===== config.mk =====
export PLATFORM = sky130hd
export DESIGN_NAME = uart_rx_buffer
export DESIGN_NICKNAME = d
export VERILOG_FILES = /design/src/rtl/uart_rx_buffer.sv
export SDC_FILE = /design/constraint.sdc
export NUM_CORES = 1
export LEC_CHECK = 0
export ABC_AREA = 1
export ABC_CLOCK_PERIOD_IN_PS = 5600
export CAP_MARGIN = 30
export CORE_UTILIZATION = 39
export CTS_CLUSTER_SIZE = 16
export DETAILED_ROUTE_END_ITERATION = 7
export HOLD_SLACK_MARGIN = 0.03
export PLACE_DENSITY_LB_ADDON = 0.08
export SLEW_MARGIN = 20
export SYNTH_ARGS = -nofsm -noshare
export SYNTH_HDL_FRONTEND = slang
export SYNTH_SLANG_ARGS = --single-unit

===== constraint.sdc =====
create_clock -name clk -period 5.6 [get_ports clk]
set_input_delay 1.4 -clock clk [delete_from_list [all_inputs] [get_ports clk]]
set_output_delay 1.4 -clock clk [all_outputs]
set_load 0.01 [all_outputs]

===== src/rtl/uart_rx_buffer.sv =====
// rtl/uart_rx_buffer.sv - UART receiver (16x oversampled) feeding a newest-first shift buffer
//
// Purpose: synchronizes rx, deframes DATA_BITS-N-1 frames (DATA_BITS-E-1 when
//   UART_PARITY_EN is defined) and shifts each good byte into RXBUF[0].
// Ports:
//   clk        system clock
//   rst        asynchronous active-high reset
//   rx         serial input, idle high
//   RXBUF      [0:FIFO-1] byte buffer, [0] newest, [FIFO-1] oldest
//   rx_valid   one-cycle pulse on the cycle RXBUF shifts
//   rx_count   valid entries, saturates at FIFO
//   frame_err  one-cycle pulse when the stop bit samples low
//   parity_err one-cycle pulse on even-parity mismatch (0 without UART_PARITY_EN)
// Config macro: UART_PARITY_EN
module uart_rx_buffer #(
  parameter int CLK_FREQ  = 100_000_000,
  parameter int BAUD      = 9_600,
  parameter int DATA_BITS = 8,
  parameter int FIFO      = 4
) (
  input  logic                         clk,
  input  logic                         rst,
  input  logic                         rx,
  output logic [DATA_BITS-1:0]         RXBUF [0:FIFO-1],
  output logic                         rx_valid,
  output logic [$clog2(FIFO+1)-1:0]    rx_count,
  output logic                         frame_err,
  output logic                         parity_err
);

  localparam int DIV = CLK_FREQ / (BAUD * 16);
  localparam int DW  = $clog2(DIV);
  localparam int CW  = $clog2(FIFO + 1);
  localparam int BW  = (DATA_BITS > 1) ? $clog2(DATA_BITS) : 1;

  typedef enum logic [2:0] {S_IDLE, S_START, S_DATA, S_PARITY, S_STOP} state_t;

  logic [1:0]           sync_q, sync_d;
  logic [DW-1:0]        div_q, div_d;
  state_t               state_q, state_d;
  logic [3:0]           tcnt_q, tcnt_d;
  logic [BW-1:0]        bcnt_q, bcnt_d;
  logic [DATA_BITS-1:0] shreg_q, shreg_d;
  logic [DATA_BITS-1:0] buf_q [0:FIFO-1];
  logic [DATA_BITS-1:0] buf_d [0:FIFO-1];
  logic [CW-1:0]        count_q, count_d;
  logic                 valid_q, valid_d;
  logic                 ferr_q, ferr_d;
  logic                 perr_q, perr_d;
  logic                 rx_s, tick, par_bad;

`ifdef UART_PARITY_EN
  logic par_q, par_d;
  // Even parity: data bits plus the parity bit must XOR to zero.
  assign par_bad = ^{shreg_q, par_q};
`else
  assign par_bad = 1'b0;
`endif

  assign rx_s = sync_q[1];
  assign tick = (div_q == DW'(DIV - 1));

  always_comb begin
    sync_d  = {sync_q[0], rx};
    div_d   = tick ? '0 : div_q + DW'(1);
    state_d = state_q;
    tcnt_d  = tcnt_q;
    bcnt_d  = bcnt_q;
    shreg_d = shreg_q;
    buf_d   = buf_q;
    count_d = count_q;
    valid_d = 1'b0;
    ferr_d  = 1'b0;
    perr_d  = 1'b0;
`ifdef UART_PARITY_EN
    par_d   = par_q;
`endif
    if (tick) begin
      case (state_q)
        S_IDLE: begin
          if (!rx_s) begin
            state_d = S_START;
            tcnt_d  = '0;
          end
        end
        S_START: begin
          // Re-check mid start bit so short low glitches are ignored.
          if (tcnt_q == 4'd7) begin
            tcnt_d  = '0;
            bcnt_d  = '0;
            state_d = rx_s ? S_IDLE : S_DATA;
          end else begin
            tcnt_d = tcnt_q + 4'd1;
          end
        end
        S_DATA: begin
          tcnt_d = tcnt_q + 4'd1;
          if (tcnt_q == 4'd15) begin
            shreg_d[bcnt_q] = rx_s;
            bcnt_d          = bcnt_q + BW'(1);
            if (bcnt_q == BW'(DATA_BITS - 1)) begin
`ifdef UART_PARITY_EN
              state_d = S_PARITY;
`else
              state_d = S_STOP;
`endif
            end
          end
        end
`ifdef UART_PARITY_EN
        S_PARITY: begin
          tcnt_d = tcnt_q + 4'd1;
          if (tcnt_q == 4'd15) begin
            par_d   = rx_s;
            state_d = S_STOP;
          end
        end
`endif
        S_STOP: begin
          tcnt_d = tcnt_q + 4'd1;
          if (tcnt_q == 4'd15) begin
            // Back to IDLE mid stop bit; the next start edge is caught on a later tick.
            state_d = S_IDLE;
            if (!rx_s) begin
              ferr_d = 1'b1;
            end else if (par_bad) begin
              perr_d = 1'b1;
            end else begin
              valid_d  = 1'b1;
              buf_d[0] = shreg_q;
              for (int i = 1; i < FIFO; i++) buf_d[i] = buf_q[i-1];
              if (count_q != CW'(FIFO)) count_d = count_q + CW'(1);
            end
          end
        end
        default: state_d = S_IDLE;
      endcase
    end
  end

  always_ff @(posedge clk or posedge rst) begin
    if (rst) begin
      sync_q  <= 2'b11;
      div_q   <= '0;
      state_q <= S_IDLE;
      tcnt_q  <= '0;
      bcnt_q  <= '0;
      shreg_q <= '0;
      count_q <= '0;
      valid_q <= 1'b0;
      ferr_q  <= 1'b0;
      perr_q  <= 1'b0;
`ifdef UART_PARITY_EN
      par_q   <= 1'b0;
`endif
      for (int i = 0; i < FIFO; i++) buf_q[i] <= '0;
    end else begin
      sync_q  <= sync_d;
      div_q   <= div_d;
      state_q <= state_d;
      tcnt_q  <= tcnt_d;
      bcnt_q  <= bcnt_d;
      shreg_q <= shreg_d;
      count_q <= count_d;
      valid_q <= valid_d;
      ferr_q  <= ferr_d;
      perr_q  <= perr_d;
`ifdef UART_PARITY_EN
      par_q   <= par_d;
`endif
      buf_q   <= buf_d;
    end
  end

  assign RXBUF      = buf_q;
  assign rx_valid   = valid_q;
  assign rx_count   = count_q;
  assign frame_err  = ferr_q;
  assign parity_err = perr_q;

endmodule

Word level (Yosys, flattened, before mapping). Index checks and enable logic that the tools add are counted.

Output and inout port bits: 38. Flip-flop bits (word level): 67.

Eq/ne operators: 13. $add $sub $neg: 4. Magnitude comparators: 2. Reductions and logical operators: 11. Mux-type cells: 25.

Operators with widths (number): 2-to-1 mux 3 bit (7); case mux 3 bit (4 select lines) (1); case mux 4 bit (3 select lines) (1); adder 10 x 1 -> 10 bit (second input constant) (1); == test 10 bit (second input constant) (1); 2-to-1 mux 10 bit (1); != test 2 bit (second input constant) (5); 2-to-1 mux 1 bit (9); bitwise mux 8 bit (1); 2-to-1 mux 4 bit (2); AND reduction 4 bit (2); adder 3 x 1 -> 3 bit (second input constant) (2); == test 3 bit (second input constant) (2); case mux 3 bit (2 select lines) (1); AND reduction 3 bit (2); AND reduction 6 bit (1); AND reduction 5 bit (1); adder 4 x 1 -> 4 bit (second input constant) (1); == test 4 x 3 -> 1 bit (second input constant) (1); == test 4 bit (second input constant) (1); less-than comparator 3 x 4 -> 1 bit (second input constant) (1); demux 1 bit (select 3 bit) (1); == test 3 x 1 -> 1 bit (second input constant) (1); == test 3 x 2 -> 1 bit (second input constant) (1); other kinds (8) (8).

Longest topological paths before layout.
Word-level depth: 5. Mapped depth: 10.

Least setup slack after synthesis. OpenSTA, ideal clock, no wires.

Path kind: flip-flop to output port. Start: reg count_q[0] (netlist: rx_count[0]). End: out rx_count[0]. Setup slack: 3.795 ns. Path buffers: 0. Cell stages (with the launch flop): 1. Arrival: 0.405 ns. Data required time: 4.200 ns. Cell sequence: dfrtp_1.

RTL lines: start, declared (RTL line 46) `logic [CW-1:0] count_q, count_d;`; start signal, assigned (RTL line 164) `count_q <= count_d;`; end, declared (RTL line 26) `output logic [$clog2(FIFO+1)-1:0] rx_count,`.

No word-level cell between the ends.

Final worst setup path.
Start: reg buf_q, in the netlist RXBUF[31]. End: out RXBUF[31] (netlist name).

RTL lines: start, declared (RTL line 44) `logic [DATA_BITS-1:0] buf_q [0:FIFO-1];`; start signal, assigned (RTL line 171) `buf_q <= buf_d;`; end, declared (RTL line 24) `output logic [DATA_BITS-1:0] RXBUF [0:FIFO-1],`.

No word-level cell between the ends.

==> results.json <==
{
  "cp.required_ns": 4.20,
  "synthFlopType": "dfrtp_1",
  "rows": 32,
  "synth_edf_count": 0,
  "synth_cell_type_count": 30,
  "power_leakage_uw": 0.001865,
  "drcViolationCount": 0,
  "synth_seq_cells": 67,
  "htree_levels": 3,
  "die_h_um": 92.77,
  "worstSetupPathType": "flop to output pin",
  "synth_commonest_cells": "140 x nand2_1, 65 x dfrtp_1, 39 x inv_1",
  "skew_ns": 0.01124,
  "dr.first_iter.drc_count": 88,
  "hpwl_um": 3938,
  "crit_buf_inv": 1,
  "final_cells": 522,
  "syn_area_um2": 3213,
  "drive_gt1_share_pct": 10.95,
  "yosysSeqAreaShare_pct": 52.26,
  "post_synth.cell_area_avg_um2": 8.568,
  "fill_cells": 795,
  "slowest_delay_ns": 0.55,
  "reg2reg_slack_ns": 3.41,
  "port-buffer-count": 39,
  "core_um2": 7848,
  "async_reset_ff_share_pct": 100.0,
  "antenna_found_initial": 0,
  "num_antenna_cells": 0,
  "numClockSinks": 67,
  "grt_max_degree": 68,
  "setup_tns_ns": 0,
  "die_area_um2": 8605,
  "io_pins": 41,
  "hold_ws_ns": 0.3585,
  "placedCellCount": 507,
  "holdCritStartpoint": "sync_q[0]",
  "timing.slew.headroom_pct": 44.07,
  "yosys.area.top_type": "dfrtp_1",
  "path_max_fanout": 3,
  "gr-total-overflow": 0,
  "dr_total_vias": 2370,
  "utilization_pct": 48.47,
  "hold_viol": 0,
  "start_util_pct": 40.94,
  "cts_resized": 0,
  "path_cells": "clkdlybuf4s50_1",
  "cts_setup_buffers": 0,
  "arrival_ns": 1.28,
  "cts_tree": "built",
  "tightest_slew_ns": 0.8389,
  "critPathSlowestCell": "clkdlybuf4s50_1",
  "rsz0062_at_grt": "false",
  "worstSetupStartpointType": "flop",
  "grtUsageTotal_pct": 15.12,
  "yosysMostFrequentCell": "nand2_1",
  "clk_pin_slew_ns": 0.07,
  "routabilityCongestion": 0.7848,
  "endpoint_kind": "output pin",
  "rr_worst_depth": 8,
  "area_growth_pct": 18.38,
  "max_freq_ghz": 0.3727,
  "p_total_uw": 876.9,
  "status": "completed",
  "insertion_delay_ns": 0.34,
  "postCtsHoldBufs": 0,
  "root_buffer": "clkbuf_8",
  "hold_end": "sync_q[1]",
  "drtPass1Iterations": 4,
  "netlist.area_leader.share_pct": 50.62,
  "grt_pass1_wl_um": 10200,
  "reg2reg_from": "sync_q[1]",
  "nets": 426,
  "detail-route-antenna-nets": 0,
  "power.density_nw_per_um2": 230.5,
  "synthTopCellsByArea": "dfrtp_1 51%, nand2_1 16%, inv_1 4.6%, nand3_1 3.1%, ha_1 2.7%",
  "wirelength_um": 5759,
  "syn_inst": 375,
  "timing.final.crit_period_ns": 2.683,
  "wl_per_cell_um": 11.03,
  "routed_via_density": 4.540,
  "ir_drop_mv": 0.1707,
  "clock_path_buffers": 2,
  "syn-num-nets": 385,
  "slew_viol_final": 0,
  "grt_pass1_vias": 2337,
  "timing.rr.end": "RXBUF[11]",
  "setup_viol": 0,
  "min_path_type": "flop to flop",
  "yosys_warnings": 0,
  "die_x_um": 92.77,
  "drv_cap": 0,
  "hold_depth": 0,
  "cts_made_buffers": 9,
  "finalCritPeriodShare_pct": 47.91,
  "cp_top_family": "buffers and inverters"
}
==> registers in the layout, summed over array words and instances, names as in the netlist <==
| name | count |
|---|---|
| RXBUF | 32 |
| div_q | 10 |
| shreg_q | 8 |
| tcnt_q | 4 |
| bcnt_q | 3 |
| rx_count | 3 |
| state_q | 3 |
| sync_q | 2 |
| frame_err | 1 |
| rx_valid | 1 |
==> through the flow <==
| step | worst slack [ns] | cell area, µm² |
|---|---|---|
| final | 2.917 | 3804 |
| after global routing | 2.858 | 3804 |
| after CTS | 2.877 | 3804 |
| after detailed placement | 2.981 | 3621 |
| after global placement | 2.985 | 3621 |
| after floorplan | 2.520 | 3213 |
==> how the worst max path moves through the flow <==
stage                start          end  slack [ns]  cells past startpoint
6_report         RXBUF[31]    RXBUF[31]        2.92                      1
5_1_grt        rx_count[1]  rx_count[1]        2.86                      1
4_1_cts          RXBUF[27]    RXBUF[27]        2.88                      1
3_5_place_dp           rst     RXBUF[7]        2.98                      3
3_3_place_gp           rst     RXBUF[7]        2.98                      3
2_1_floorplan          rst     RXBUF[0]        2.52                      1
==> area by class of cell <==
type	instances	area [µm²]	share of cell area (%)
multi-input cells	253	1244	32.70
well taps	102	127.6	3.355
clock buffers	10	127.6	3.355
repair buffers	41	405.4	10.66
flip-flops and latches	67	1679	44.14
inverters	44	165.2	4.342
clock inverters	5	55.05	1.447
==> where the power goes <==
group | leakage (µW) | internal [µW] | switching (µW)
registers | 0.000915 | 485 | 1.42
logic | 0.000862 | 2.14 | 10.3
clock network | 0.0000881 | 202 | 176
total | 0.00187 | 689 | 188
==> cell usage in the layout, fill, tap and decap left out, types with 7 or more instances in the layout <==
| cell type | count |
|---|---|
| clkbuf_8 | 9 |
| clkdlybuf4s50_1 | 39 |
| dfrtp_1 | 65 |
| ha_1 | 7 |
| inv_1 | 38 |
| nand2_1 | 140 |
| nand3_1 | 20 |
| nand4_1 | 11 |
| nor2_1 | 22 |
| o21ai_0 | 15 |
| o21ai_2 | 7 |
==> routing by layer <==
layer  wire length (µm)  global-route usage [%]
met2               2561                   24.63
met3                251                   5.172
met5                  0                       0
met1               2863                   18.71
met4                 83                   5.000
==> logic make-up after synthesis <==
logic type / Yosys count / synth area share (%)
adder cells (fa/ha/maj): 7 / 2.726
XOR/XNOR: 5 / 1.363
flip-flops: 67 / 52.26
buffers and inverters: 55 / 9.034
AO/OA/AOI/OAI: 26 / 4.985
AND/OR/NAND/NOR: 214 / 29.52
other: 1 / 0.1167
Power figures use the tool's default switching activity.
